<file path="config.mk">
export PLATFORM = sky130hd
export DESIGN_NAME = sa_result_pool
export DESIGN_NICKNAME = d
export VERILOG_FILES = /design/src/rtl/sa_result_pool.sv
export SDC_FILE = /design/constraint.sdc
export NUM_CORES = 1
export LEC_CHECK = 0
export CAP_MARGIN = 30
export CORE_AREA = 4 4 71 73
export CTS_CLUSTER_DIAMETER = 80
export DETAILED_ROUTE_END_ITERATION = 10
export DIE_AREA = 0 0 75 77
export GPL_TIMING_DRIVEN = 0
export PLACE_DENSITY_LB_ADDON = 0.15
export SYNTH_ARGS = -nofsm -noshare
export SYNTH_HDL_FRONTEND = slang
export SYNTH_SLANG_ARGS = --single-unit
</file>
<file path="constraint.sdc">
create_clock -name clk -period 2.7 [get_ports clk]
set_clock_uncertainty 0.2 [all_clocks]
set_input_delay 0.405 -clock clk [delete_from_list [all_inputs] [get_ports clk]]
set_output_delay 0.405 -clock clk [all_outputs]
set_load 0.01 [all_outputs]
</file>
<file path="src/rtl/sa_result_pool.sv">
// sa_result_pool: captures four serial conv results into a 2x2 frame with running max-pool and valid/ready drain
module sa_result_pool #(
  parameter int DATA_W = 8
) (
  input  logic              clk,
  input  logic              reset,
  input  logic              clr,
  input  logic              sa_en_result,
  input  logic [DATA_W-1:0] sa_result,
  input  logic              out_ready,
  output logic              out_valid,
  output logic [DATA_W-1:0] r_1_1,
  output logic [DATA_W-1:0] r_1_2,
  output logic [DATA_W-1:0] r_2_1,
  output logic [DATA_W-1:0] r_2_2,
  output logic [DATA_W-1:0] pool_max,
  output logic [1:0]        frame_cnt,
  output logic              drop_err
);
  typedef enum logic {COLLECT, FULL} state_t;
  state_t state, state_n;
  logic [DATA_W-1:0] slot [4];
  logic cap, drop;
  // A word is taken while collecting, or in FULL only when the drain frees the buffer on the same edge
  assign cap  = !clr && sa_en_result && (state == COLLECT || out_ready);
  assign drop = !clr && sa_en_result && state == FULL && !out_ready;
  assign out_valid = state == FULL;
  assign r_1_1 = slot[0];
  assign r_1_2 = slot[1];
  assign r_2_1 = slot[2];
  assign r_2_2 = slot[3];
  // Next state: clr aborts to COLLECT, drain leaves FULL, fourth capture enters FULL
  always_comb begin
    state_n = state;
    state_n = clr ? COLLECT
            : state == FULL ? (out_ready ? COLLECT : FULL)
            : (cap && frame_cnt == 2'd3) ? FULL : COLLECT;
  end
  // State register
  always_ff @(posedge clk) begin
    state <= reset ? COLLECT : state_n;
  end
  // Slot capture, running max and sticky overflow flag; frame_cnt is 0 in FULL so a drain-capture lands in r_1_1
  always_ff @(posedge clk) begin
    if (reset) begin
      slot      <= '{default: '0};
      pool_max  <= '0;
      frame_cnt <= '0;
      drop_err  <= 1'b0;
    end else begin
      if (clr) frame_cnt <= '0;
      else if (cap) begin
        slot[frame_cnt] <= sa_result;
        frame_cnt       <= frame_cnt + 2'd1;
        pool_max        <= (frame_cnt == 2'd0 || sa_result > pool_max) ? sa_result : pool_max;
      end
      if (drop) drop_err <= 1'b1;
    end
  end
endmodule

</file>
==> flow_metrics.env <==
export IMPL_p_int_mw=1.039
export IMPL_dpl_cell_count=334
export IMPL_hold_violations=0
export IMPL_final_util=0.6181
export IMPL_rrSetupSlack_ns=0.46
export IMPL_synth_top_flop_cell="dfxtp_1"
export IMPL_hpwl_mm=3.658
export IMPL_antenna_found_initial=0
export IMPL_routedWlPerCell_um=14.57
export IMPL_die_y_um=77
export IMPL_cp_end_kind="register"
export IMPL_fin_crit_ns=2.575
export IMPL_ys_ff_latch=44
export IMPL_area_delta_synth_final_pct=38.42
export IMPL_required_ns=2.73
export IMPL_clk_pin_slew_ns=0.09
export IMPL_rows=24
export IMPL_synth_edf_count=0
export IMPL_cts_sinks=44
export IMPL_pwr_share_comb=0.116
export IMPL_tightest_slew_ns=0.6220
export IMPL_place_gp_congestion=0.7755
export IMPL_clockRootBuffer="clkbuf_8"
export IMPL_port_buffers=56
export IMPL_clkPwrFrac=0.394
export IMPL_cts_tree="done"
export IMPL_clockBufferDepth=2
export IMPL_mostFrequentLayoutCells="clkdlybuf4s50_1, dfxtp_1, nand2_1"
export IMPL_critPathLaunchType="input pin"
export IMPL_slew_violations=0
export IMPL_n_antenna_cell=0
export IMPL_grt_max_degree=15
export IMPL_drcViolationCount=0
export IMPL_synth_distinct_cells=26
export IMPL_ys_seq_area_frac=0.4530
export IMPL_grt_pass1_vias=1714
export IMPL_rsz0062_at_grt="no"
export IMPL_holdWs_ns=0.2608
export IMPL_firstDrtPassIters=4
export IMPL_worstHoldPathType="reg2reg"
export IMPL_numCtsBuffers=5
export IMPL_vias_per_cell=5.249
export IMPL_drv_cap=0
export IMPL_postCtsSetupBuffers=0
export IMPL_cp_arrival_ns=2.60
export IMPL_drtIter0Drc=87
export IMPL_crit_type="in2reg"
export IMPL_grt_usage=0.1798
export IMPL_async_flop_share=0
export IMPL_p_leak_nw=0.9220
export IMPL_cts_max_level=2
export IMPL_syn_nets=251
export IMPL_core_area_um2=4354
export IMPL_max_freq_ghz=0.3883
export IMPL_routed_wl_mm=4.982
export IMPL_power_switching_mw=0.3330
export IMPL_grt_pass1_wl_mm=8.142
export IMPL_fp_dieW_um=75
export IMPL_overflow=0
export IMPL_synth_area_per_cell_um2=8.603
export IMPL_ir_drop_mv=0.3142
export IMPL_drtAntennaViolNets=0
export IMPL_status="completed"
export IMPL_layout_cells_non_filler=342
export IMPL_dr_total_vias=1795
export IMPL_sw_frac_of_total=0.2426
export IMPL_start_util=0.4466
export IMPL_final_common_cell="clkdlybuf4s50_1"
export IMPL_setup_violations=0
export IMPL_ctsResizeCount=0
export IMPL_drive_above_1_share=0.05172
export IMPL_hold_buffers=0
export IMPL_p_seq_frac=0.490
export IMPL_synth_area_um2=1944
export IMPL_fin_crit_sh=0.9539
export IMPL_die_area_um2=5775
export IMPL_slew_headroom=0.5840
export IMPL_total_power_mw=1.372
export IMPL_cp_max_fo=8
export IMPL_pin_count=57
export IMPL_powerDensity_nw_per_um2=509.9
export IMPL_yosys_warnings=0
export IMPL_synthCells=226
export IMPL_nNetsFinal=314
export IMPL_clkLatencyLatePin_ns=0.30
export IMPL_fin_tns_setup_ns=0
## synth_stat cells, types with 2 or more instances
cell type,number,area [um^2]
inv_1,12,45.04
clkbuf_1,10,37.54
dfxtp_1,44,880.8
mux2i_1,9,90.09
a21oi_1,33,165.2
nand2_1,36,135.1
buf_2,2,10.01
a31oi_1,2,12.51
nand2b_1,16,100.1
nand3_1,32,160.2
nand4_1,2,12.51
nor3_1,3,15.01
ha_1,12,150.1
## state kept, by name (all words and copies together), names as in the netlist
register / count
r_2_2: 8
pool_max: 8
drop_err: 1
r_1_2: 8
r_2_1: 8
r_1_1: 8
out_valid: 1
frame_cnt: 2
## through the flow
stage / worst slack, ns / cell area, um^2
2_1_floorplan: 0.6632 / 1944
6_report: 0.1246 / 2691
3_5_place_dp: -0.1776 / 2570
3_3_place_gp: -0.1622 / 2570
5_1_grt: 0.009940 / 2691
4_1_cts: 0.1268 / 2691
## path summary, 6_finish.rpt
path	from	to	cells after the start
worst max-delay path	sa_result[5]	pool_max[6]	7
worst min-delay path	r_2_1[6]	r_2_1[6]	2
worst max register to register	frame_cnt[0]	pool_max[6]	6
worst min register to register	r_2_1[6]	r_2_1[6]	2
## per-layer routing
| metal | track usage | up-vias | routed length, um |
|---|---|---|---|
| met4 | 0.06050 | 0 | 70 |
| met2 | 0.2761 | 45 | 2286 |
| met5 | 0 | - | 0 |
| met1 | 0.2502 | 850 | 2366 |
| li1 | - | 891 | - |
| met3 | 0.03268 | 9 | 259 |
## final cells by class
class                           instances  area (um^2)
Fill cell                             394         1663
Multi-Input combinational cell        157        967.2
Sequential cell                        44        880.8
Timing Repair Buffer                   56        560.5
Clock buffer                            6        82.58
Tap cell                               52        65.06
Buffer                                 13        51.30
Inverter                               12        45.04
Clock inverter                          2        38.79
## power groups by stage
stage | sequential (mW) | clock, mW | combinational, mW
after CTS | 0.672 | 0.540 | 0.160
after floorplan | 0.692 | 0 | 0.0740
after detailed placement | 0.688 | 0 | 0.160
after global placement | 0.687 | 0 | 0.157
after global routing | 0.674 | 0.570 | 0.176
final | 0.672 | 0.541 | 0.160
## logic make-up after synthesis
kind of cell / count (synthesis) / synth area share
AND/OR/NAND/NOR: 94 / 0.2452
flip-flops: 44 / 0.4530
AO/OA/AOI/OAI: 41 / 0.1242
buffers and inverters: 25 / 0.04955
adder cells (fa/ha/maj): 12 / 0.07722
multiplexers: 9 / 0.04633
XOR/XNOR: 1 / 0.004505
## worst max-delay path, cell delays in order
cell and delay [ns]:
clkdlybuf4s50_1 0.57, ha_1 0.39, a21o_1 0.12, a31oi_2 0.13
and3_4 0.18, a211oi_4 0.55, mux2i_1 0.25
Note: power is estimated with default switching activity, not from simulation.
==> patch, RTL diff (same settings) <==
Change the parameter `DATA_W` from 8 to 9.
--- a/src/rtl/sa_result_pool.sv
+++ b/src/rtl/sa_result_pool.sv
@@ -1,5 +1,5 @@
 // sa_result_pool: captures four serial conv results into a 2x2 frame with running max-pool and valid/ready drain
 module sa_result_pool #(
-  parameter int DATA_W = 8
+  parameter int DATA_W = 9
 ) (
   input  logic              clk,
Interface: changed (6 resized); port bits go from 57 to 63. The function was not compared with the original's and may differ.
==> patch against the original RTL <==
Hold slack better by 24 ps. Cell area is 7.9% higher. Sequential cell count up 5. Routed wire length down 1.8%. Worst setup slack better by 340 ps. Critical path type unchanged. Synthesized area rose by 9.4%. Sequential power grew 11%. Via count decreased by 6.4%. Power shrank 1.3%. Fmax up 15%. Count of clock-buffer cells in the layout down 1.
==> patch: results (changes against the original RTL) <==
first-pass GRT wire length 7910 um (-2.8%); gr usage total 17.8% (-0.17 points); Synth Area in XOR/XNOR 0.412% (-0.039 points); met2 Use GR 27.8% (+0.17 points); maximum VDD drop 0.000338 V (+7.4%); share of cells above drive strength 1 5.26% (+0.091 points); Crit Reg-Reg Startpoint pool_max[4]; Adder-Cell Fraction of Synth Area 7.65% (-0.075 points); largest cells by area after synthesis dfxtp_1, mux2i_1, ha_1, nor2_1, nand2b_1; Vias 1,680 (-6.4%); commonest cells in the netlist dfxtp_1, mux2i_1, nor2_1; R2R cell count 7 (+1); Pleak 1.34 nW (+45%); dpl hpwl 3540 um (-3.2%); status finished, final reports clean; max_slew headroom 67.8% (+9.4 points); initial DRC count 32 (-63%); Worst Path Arrival 2230 ps (-370 ps); wire per inst 14.5 um (-0.35%); Compound-Gate Fraction of Synth Area 3.59% (-8.8 points); Fillers 355 (-9.9%); Fin. Hold Viols 0 (unchanged); post-synthesis sequential area ratio 46.1% (+0.82 points); Sw Ratio 25.5% (+1.3 points); RD Place Congestion 0.779 (+0.45%); met3 GRT Util 7.19% (+3.9 points); RR Endpoint pool_max[5]; CP max FO 9 (+1); min-delay src drop_err; r2r setup slk 800 ps (+340 ps); Unique masters post-synth 23 (-12%); hold endpoint drop_err; largest net degree at the start of global routing 17 (+2)
## patch: changes by cell type in the layout (fill, tap and decap cells not counted), moves of 5 or more
cell / change
nand2_1: -33
mux2i_1: +37
dfxtp_1: +5
clkdlybuf4s50_1: +6
a21oi_1: -29
nor2_1: +36
nand3_1: -28
## patch: cell families after synthesis
| family | Yosys count |
|---|---|
| AND/OR/NAND/NOR | 70 |
| flip-flops | 49 |
| multiplexers | 46 |
| buffers and inverters | 25 |
| adder cells (fa/ha/maj) | 13 |
| AO/OA/AOI/OAI | 11 |
| XOR/XNOR | 1 |
## patch: stage by stage
stage                     instances  power (mW)  util [%]  cell area, um^2
final                           337        1.35      66.7             2900
after detailed placement        329       0.935      64.6             2810
after global routing            337        1.42      66.7             2900
after global placement          329       0.932      64.6             2810
after floorplan                 215       0.852         -             2130
after CTS                       337        1.38      66.7             2900
## patch: worst max path at each step
stage	depth (start not counted)	end	start
floorplan	7	pool_max[0]	pool_max[4]
global placement	7	pool_max[6]	sa_result[4]
detailed placement	7	pool_max[5]	sa_result[4]
CTS	7	pool_max[5]	sa_result[4]
global route	7	pool_max[6]	sa_result[8]
finish	7	pool_max[5]	sa_result[8]
## patch: power by group through the flow
stage	clock network, mW	logic (mW)	registers, mW
3_5_place_dp	0	0.169	0.766
4_1_cts	0.456	0.171	0.750
6_report	0.437	0.168	0.749
5_1_grt	0.482	0.185	0.752
2_1_floorplan	0	0.0793	0.772
3_3_place_gp	0	0.166	0.766
## patch: critical path, cell delays in order
cell	delay [ps]
clkdlybuf4s50_1	640
ha_1	320
a211oi_1	270
o21ai_1	100
o211a_1	220
buf_6	150
mux2i_1	120
## patch: routing by layer
| layer | routed length, um | up-vias |
|---|---|---|
| li1 | - | 852 |
| met1 | 2190 | 765 |
| met2 | 2180 | 56 |
| met3 | 444 | 7 |
| met4 | 76 | 0 |
| met5 | 0 | - |
## patch: final cells by class
cell class                 instances  share of cell area, %
clock inverter                     3                  0.776
tap                               52                   2.24
timing repair buffer              62                   21.4
clock buffer                       5                   2.37
inverter                          12                   1.55
multi-input combinational        141                   35.7
sequential                        49                   33.8
buffer                            13                   2.20
